File: config.mk
export PLATFORM = sky130hd
export DESIGN_NAME = key_debouncer
export DESIGN_NICKNAME = d
export VERILOG_FILES = /design/src/rtl/key_debouncer_pkg.sv /design/src/rtl/key_debouncer_sync.sv /design/src/rtl/key_debouncer.sv
export SDC_FILE = /design/constraint.sdc
export NUM_CORES = 1
export LEC_CHECK = 0
export CAP_MARGIN = 20
export CORE_MARGIN = 4
export CORE_UTILIZATION = 35
export CTS_BUF_LIST = sky130_fd_sc_hd__clkbuf_2
export DETAILED_ROUTE_END_ITERATION = 12
export GPL_TIMING_DRIVEN = 1
export PLACE_DENSITY = 0.49
export SYNTH_ARGS = -nofsm -noshare
export SYNTH_HDL_FRONTEND = slang
export SYNTH_HIERARCHICAL = 1
export SYNTH_SLANG_ARGS = --single-unit
File: constraint.sdc
create_clock -name clock -period 4 [get_ports clock]
set_input_delay 0.8 -clock clock [delete_from_list [all_inputs] [get_ports clock]]
set_output_delay 0.8 -clock clock [all_outputs]
set_load 0.03 [all_outputs]
File: src/rtl/key_debouncer_pkg.sv
// Shared digital-lock constants and small key-vector helpers.
package key_debouncer_pkg;

  // System clock frequency of the digital lock, in Hz.
  localparam int LOCK_CLOCK_FREQ = 50_000_000;

  // Number of push buttons on the keypad.
  localparam int KEY_W = 4;

  // True when exactly one button is pressed.
  function automatic logic is_one_hot(input logic [KEY_W-1:0] v);
    return (v != '0) && ((v & (v - KEY_W'(1))) == '0);
  endfunction

  // True when two or more buttons are pressed at once.
  function automatic logic is_multi(input logic [KEY_W-1:0] v);
    return (v != '0) && !is_one_hot(v);
  endfunction

endpackage

File: src/rtl/key_debouncer_sync.sv
// Two-flop synchroniser for the asynchronous active-low buttons.
// The output is inverted so downstream logic sees pressed = 1.
module key_synchroniser
  import key_debouncer_pkg::*;
#(
  parameter int W = KEY_W
) (
  input  logic         clock,
  input  logic         reset,
  input  logic [W-1:0] i_async_n,
  output logic [W-1:0] o_sync
);

  logic [W-1:0] r_meta;
  logic [W-1:0] r_sync;

  // Two-stage capture; reset loads the released (all-ones) level.
  always_ff @(posedge clock) begin
    if (reset) begin
      r_meta <= '1;
      r_sync <= '1;
    end else begin
      r_meta <= i_async_n;
      r_sync <= r_meta;
    end
  end

  assign o_sync = ~r_sync;

endmodule

File: src/rtl/key_debouncer.sv
// Keypad debouncer: reports a single debounced one-hot key per press,
// a one-cycle keyPressed strobe, and a multiKey flag for chorded presses.
module key_debouncer
  import key_debouncer_pkg::*;
#(
  parameter int CLOCK_FREQ             = LOCK_CLOCK_FREQ,
  parameter int DEBOUNCE_CYCLES        = CLOCK_FREQ / 50,
  parameter int DEBOUNCE_COUNTER_WIDTH = $clog2(DEBOUNCE_CYCLES + 1)
) (
  input  logic             clock,
  input  logic             reset,
  input  logic [KEY_W-1:0] rawKeys,
  output logic [KEY_W-1:0] key,
  output logic             keyPressed,
  output logic             multiKey
);

  typedef enum logic [1:0] {
    IDLE         = 2'd0,
    PRESS_WAIT   = 2'd1,
    HELD         = 2'd2,
    RELEASE_WAIT = 2'd3
  } state_t;

  localparam logic [DEBOUNCE_COUNTER_WIDTH-1:0] CNT_LAST =
    DEBOUNCE_COUNTER_WIDTH'(DEBOUNCE_CYCLES - 1);
  localparam logic [DEBOUNCE_COUNTER_WIDTH-1:0] CNT_ONE =
    DEBOUNCE_COUNTER_WIDTH'(1);

  state_t                            r_state;
  state_t                            w_state_nxt;
  logic [DEBOUNCE_COUNTER_WIDTH-1:0] r_cnt;
  logic [DEBOUNCE_COUNTER_WIDTH-1:0] w_cnt_nxt;
  logic [KEY_W-1:0]                  r_cand;
  logic [KEY_W-1:0]                  w_cand_nxt;
  logic [KEY_W-1:0]                  w_key_nxt;
  logic                              w_kp_nxt;
  logic                              w_mk_nxt;
  logic [KEY_W-1:0]                  w_sync_keys;

  key_synchroniser #(.W(KEY_W)) u_sync (
    .clock     (clock),
    .reset     (reset),
    .i_async_n (rawKeys),
    .o_sync    (w_sync_keys)
  );

  // Next-state and registered-output logic for the debounce FSM.
  always_comb begin
    w_state_nxt = r_state;
    w_cnt_nxt   = r_cnt;
    w_cand_nxt  = r_cand;
    w_key_nxt   = key;
    w_kp_nxt    = 1'b0;
    w_mk_nxt    = multiKey;
    if (w_sync_keys == '0) w_mk_nxt = 1'b0;
    case (r_state)
      IDLE: begin
        w_key_nxt = '0;
        if (is_one_hot(w_sync_keys)) begin
          w_cand_nxt  = w_sync_keys;
          w_cnt_nxt   = '0;
          w_state_nxt = PRESS_WAIT;
        end else if (is_multi(w_sync_keys)) begin
          w_mk_nxt = 1'b1;
        end
      end
      PRESS_WAIT: begin
        if (w_sync_keys != r_cand) begin
          w_cnt_nxt   = '0;
          w_state_nxt = IDLE;
        end else if (r_cnt == CNT_LAST) begin
          w_key_nxt   = r_cand;
          w_kp_nxt    = 1'b1;
          w_state_nxt = HELD;
        end else begin
          w_cnt_nxt = r_cnt + CNT_ONE;
        end
      end
      HELD: begin
        w_key_nxt = r_cand;
        if (w_sync_keys != r_cand) begin
          w_cnt_nxt   = '0;
          w_state_nxt = RELEASE_WAIT;
        end
      end
      RELEASE_WAIT: begin
        w_key_nxt = r_cand;
        if (w_sync_keys == r_cand) begin
          w_state_nxt = HELD;
        end else if (w_sync_keys == '0) begin
          if (r_cnt == CNT_LAST) begin
            w_key_nxt   = '0;
            w_cnt_nxt   = '0;
            w_state_nxt = IDLE;
          end else begin
            w_cnt_nxt = r_cnt + CNT_ONE;
          end
        end else begin
          // A different key is down: hold off until everything is released.
          w_cnt_nxt = '0;
        end
      end
      default: begin
        w_key_nxt   = '0;
        w_cnt_nxt   = '0;
        w_cand_nxt  = '0;
        w_state_nxt = IDLE;
      end
    endcase
  end

  // State, counter, candidate and output registers.
  always_ff @(posedge clock) begin
    if (reset) begin
      r_state    <= IDLE;
      r_cnt      <= '0;
      r_cand     <= '0;
      key        <= '0;
      keyPressed <= 1'b0;
      multiKey   <= 1'b0;
    end else begin
      r_state    <= w_state_nxt;
      r_cnt      <= w_cnt_nxt;
      r_cand     <= w_cand_nxt;
      key        <= w_key_nxt;
      keyPressed <= w_kp_nxt;
      multiKey   <= w_mk_nxt;
    end
  end

endmodule

# Word-level counts from Yosys, hierarchy flattened
# Cells that the tools add are included.
classes:
  addsub: 2
  eq_ne: 15
  n_mux: 27
  bitwise: 3
  n_reduce_logical: 12
op_table:
  columns: ["cell", "count"]
  rows:
  - ["$mux 20", 7]
  - ["$pmux 20 s4", 1]
  - ["$add 20x1->20 const B", 1]
  - ["$eq 20x20->1 const B", 1]
  - ["$mux 4", 5]
  - ["$pmux 4 s4", 1]
  - ["$mux 2", 7]
  - ["$ne 3x3->1 const B", 4]
  - ["$ne 2x2->1 const B", 5]
  - ["$logic_not 4->1", 2]
  - ["$pmux 2 s4", 1]
  - ["$mux 1", 5]
  - ["$reduce_and 5->1", 1]
  - ["$and 4x4->4", 1]
  - ["$eq 2x2->1 const B", 2]
  - ["$eq 4x4->1", 1]
  - ["$ne 4x4->1", 1]
  - ["$not 4->4", 1]
  - ["$reduce_and 2->1", 2]
  - ["$reduce_and 4->1", 1]
  - ["$reduce_bool 4->1", 1]
  - ["$sub 4x1->4 const B", 1]
  - ["$reduce_or 3->1", 1]
  - ["$eq 2x1->1 const B", 1]
  - ["other kinds (4)", 5]
totals:
  regBits: 40
  out_inout_bits: 6
  word_cells: 67

# Longest topological paths before layout
logic_depth:
  word_depth: 10
  depth_mapped: 10
  depth_no_buf: 8

# Modules after synthesis
# Netlist, hierarchy kept.
modules_own_cells:
  columns: ["module", "instances", "cells_per_inst", "area_each_um2", "seq_area_each_um2"]
  rows:
  - ["key_debouncer", 1, 201, 1791.7, 640.6]
  - ["key_synchroniser", 1, 20, 225.2, 160.2]

# Least setup slack after synthesis
# OpenSTA, ideal clock, no wires.
synth_timing:
  kind: "register -> register"
  from: "register u_sync.r_sync[3]"
  to: "register r_cnt[2]"
  setup_time_ps: 114
  arrival_time_ps: 1993
  slack_ps: 1893
  path_stages_with_launch: 10
  n_path_buf: 2
  synth_period_minus_slack_ps: 2107
  cell_sequence: "dfxtp_1 -> inv_1 -> buf_2 -> xor2_1 -> nor4_2 -> nand4_2 -> buf_2 -> nand3_1 -> xor2_1 -> nor2_1"
synth_via:
  elab_chain_cells: 7
synth_rtl:
  columns: ["item", "line", "rtl"]
  rows:
  - ["start, declared", "key_debouncer_sync.sv:15", "logic [W-1:0] r_sync;"]
  - ["start signal, assigned", "key_debouncer_sync.sv:24", "r_sync <= r_meta;"]
  - ["$not 4->4 *", "key_debouncer_sync.sv:28", "assign o_sync = ~r_sync;"]
  - ["net w_sync_keys[3]", "key_debouncer.sv:39", "logic [KEY_W-1:0] w_sync_keys;"]
  - ["$sub 4x1->4", "key_debouncer_pkg.sv:12", "return (v != '0) && ((v & (v - KEY_W'(1))) == '0);"]
  - ["$and 4x4->4", "key_debouncer_pkg.sv:12", null]
  - ["$logic_not 4->1", "key_debouncer_pkg.sv:12", null]
  - ["$logic_and 1x1->1", "key_debouncer_pkg.sv:12", null]
  - ["$ne 2x2->1 (no line)", null, null]
  - ["$reduce_and 4->1 (no line)", null, null]
  - ["end signal, assigned", "key_debouncer.sv:124", "r_cnt <= w_cnt_nxt;"]
  - ["end, declared", "key_debouncer.sv:32", "logic [DEBOUNCE_COUNTER_WIDTH-1:0] r_cnt;"]
# Mark *: on every way through the listed nets, which the timed path passes. The rest lies on a longest branch. The select of a mux whose other input is x is not followed.
# A chain may end at the register's enable or synchronous reset.

# Worst setup path after layout
layout_timing:
  from: "register r_state[0]"
  to: "register r_cnt[11]"
layout_via:
  elab_chain_cells: 3
layout_rtl:
  columns: ["item", "line", "rtl"]
  rows:
  - ["start, declared", "key_debouncer.sv:30", "state_t r_state;"]
  - ["start signal, assigned", "key_debouncer.sv:123", "r_state <= w_state_nxt;"]
  - ["$eq 2x1->1 (tied with other cells)", "key_debouncer.sv:57", "case (r_state)"]
  - ["$ne 3x3->1 (no line) or $ne 2x2->1 (tied branches)", null, null]
  - ["$reduce_and 4->1 (no line)", null, null]
# Several ways; a longest one is shown, not always the timed one.

==> qor.txt <==
Outcome: finished clean
DR DRC count: 0
CTS tree: built
CP Max Fanout: 19
# fillers: 581
First-pass GRT wire length: 6.90 mm
# H-tree levels: 2
Initial Utilization: 36.4%
Post-CTS setup repair buffer count: 0
Post_cts resized: 0
Max Cap Viol: 0
Switching Fraction: 35.7%
Max Clock Freq: 369 MHz
I/O pins: 12
Worst slack at placement: 1.33 ns
Final Critical Period: 2.71 ns
GRT Total Usage: 11.9%
EDFF count, synth: 0
Port buffer count: 11
Via Count: 1508
Slew HR: 39.2%
Syn Inst Count: 221
Clock Sinks: 40
GRT Residual Overflow: 0
Row count: 27
Mapped Avg Cell Area: 9.13 sq um
R2r startpoint: r_state[0]
Leak: 0.867 nW
Final net count: 242
Cell count of the worst reg-to-reg path: 7
Post-detailed-route count of antenna-violating nets: 0
Post-route worst setup slack: 1.29 ns
Switching Power: 0.300 mW
Final Hold Viols: 0
Seq cells post-synth: 40
CP required: 4.31 ns
Layout area overhead: 9.18%
Synth Net Count: 233
Synth unique cells: 50
Asr flop ratio synth: 0%
P_int: 0.540 mW
Clk_lat worst skew: 0.37 ns
Die Y: 83.9 microns
Slew @ Worst Pin: 0.913 ns
Mapped Area: 2020 sq um
TritonCTS Buffers: 5
Sequential fraction of the synthesis area: 39.7%
Max IR drop VDD: 156 uV
Final number of setup-violating endpoints: 0
Overall power: 0.840 mW
Final Skew: 0.0127 ns
Fin Setup TNS: 0 ns
CTS clk-pin slew, worst paths: 0.20 ns
Root buf cell: clkbuf_2
CP Capture Type: flop
Synth Area in Adders: 3.72%
Vias per inst: 4.98
Slowest CP cell: a21oi_2
Final WL: 3.83 mm
Core ar.: 5540 sq um
Max Buffers Root-to-Sink: 2
Crit path largest cell delay: 0.70 ns
Main combinational cell family by area after synthesis: simple AND/OR/NAND/NOR gates
Number of diodes: 0
Routability Congestion: 0.771
Hold_buf cts: 0
Gate power share: 27.4%
Hold Crit Depth: 1
Synth Area in Simple Gates: 30.3%
Hpwl dp: 2.64 mm
Critical path data arrival time: 3.02 ns
Syn. warnings: 6
Post-Synth XOR/XNOR Area: 9.55%
Largest net degree at the start of global routing: 23
Final period utilization: 67.8%
Post-synthesis compound-gate area fraction: 10.7%
Startpoint Class: flop
Initial antenna violation count: 0
Die width: 83.9 microns
Prevailing post-synth register cell: dfxtp_1
Initial drt markers: 56
Reg power frac: 51.9%
Die ar.: 7040 sq um
Clock share of power: 20.7%
Layout cell share with drive strength beyond 1: 9.52%
Pwr dens: 381 nW/um^2
Crit Path Category: flop to flop
HP Class: flop to flop
Fin. max-slew vios: 0
Hold path start: u_sync/r_meta[3]
First-pass DRT Iterations: 4
Post-synthesis mux area share: 1.49%
Crit. Startpoint: r_state[0]
WL per Instance: 12.6 microns
Number of global-route vias before repair: 1451
RSZ-0062 raised after global routing: false
CP Cell Sequence: inv_1 > ha_1 > or2_2 > a21oi_2 > nand2_2 > or4_1 > a21oi_1
[power by group through the flow]
stage	Sequential, mW	Clock (mW)	Combinational (mW)
global placement	0.445	0	0.232
finish	0.435	0.174	0.230
floorplan	0.439	0	0.193
CTS	0.436	0.184	0.232
detailed placement	0.444	0	0.231
global route	0.439	0.209	0.261
[cells in the mapped netlist (2+ instances only)]
master | n | area [sq um]
dfxtp_1 | 40 | 801
a22o_1 | 4 | 35.0
and3_1 | 8 | 50.1
nand4_1 | 11 | 68.8
nand2b_1 | 2 | 12.5
and2_1 | 2 | 12.5
nor4b_2 | 2 | 30.0
xor2_1 | 21 | 184
inv_1 | 10 | 37.5
nand2_1 | 8 | 30.0
a211o_1 | 2 | 17.5
nor2_1 | 29 | 109
nand2_2 | 2 | 12.5
clkbuf_1 | 3 | 11.3
nor3_1 | 3 | 15.0
or2_1 | 8 | 50.1
and4_1 | 3 | 26.3
buf_6 | 2 | 22.5
mux2i_1 | 3 | 30.0
nor4_2 | 2 | 25.0
ha_1 | 6 | 75.1
buf_2 | 4 | 20.0
nand3_1 | 11 | 55.1
a211oi_1 | 2 | 15.0
a21oi_1 | 8 | 40.0
[metrics by stage]
stage	area [sq um]	util [%]	instances	hold slack [ns]
2_1_floorplan	2020	-	221	0.383
3_3_place_gp	2160	39.0	295	0.386
3_5_place_dp	2160	39.0	295	0.387
4_1_cts	2200	39.7	303	0.422
5_1_grt	2200	39.7	303	0.433
6_report	2200	39.7	303	0.415
[sequential cells by signal (all words and copies together), names as in the netlist, named ones only]
signal	flops
key	4
r_cnt	20
u_sync/r_sync	4
r_cand	4
r_state	1
u_sync/r_meta	4
keyPressed	1
multiKey	1
[worst paths after layout]
path	endpoint	slack [ns]
worst min-delay path	u_sync/r_sync[3]	0.42
worst max register to register	r_cnt[11]	1.29
worst min register to register	u_sync/r_sync[3]	0.42
worst max-delay path	r_cnt[11]	1.29
[cell type report]
class,instances,area [sq um],share of cell area (%)
Clock inverter,1,3.75,0.170
Tap cell,72,90.1,4.09
Timing Repair Buffer,11,110,5.00
Clock buffer,7,35.0,1.59
Inverter,10,37.5,1.70
Multi-Input combinational cell,162,1120,51.1
Sequential cell,40,801,36.4
[critical path: cells and delay by family (launching register included)]
kind                       cells  cell delay [ns]
and+or+nand+nor                3             1.03
AOI/OAI and AO/OA              2             0.86
DFF                            1             0.41
adders and majority gates      1             0.25
buffers and inverters          1             0.13
[per-layer routing]
| layer | global-route usage (%) | vias up | share of wire [%] |
|---|---|---|---|
| li1 | - | 798 | - |
| met1 | 17.4 | 694 | 54 |
| met2 | 16.9 | 11 | 42 |
| met3 | 2.67 | 5 | 2.5 |
| met4 | 4.39 | 0 | 1.2 |
| met5 | 0 | - | 0 |
[kinds of logic after synthesis]
logic type | Yosys count
AND/OR/NAND/NOR | 103
AO/OA/AOI/OAI | 28
XOR/XNOR | 22
flip-flops | 40
buffers and inverters | 19
multiplexers | 3
adder cells (fa/ha/maj) | 6
[cells in the final DEF, fill, tap and decap left out, drive strengths merged, types with 3 or more instances in the layout]
cell type,count
xor2,21
and3,8
nand2,10
a21oi,9
and4,3
nor3,3
clkdlybuf4s50,11
dfxtp,40
nor2,29
nand4,12
or2,9
and2,3
inv,10
a22o,4
clkbuf,7
ha,6
nor4,4
mux2i,3
nand3,12
(Power assumes the default switching activity.)
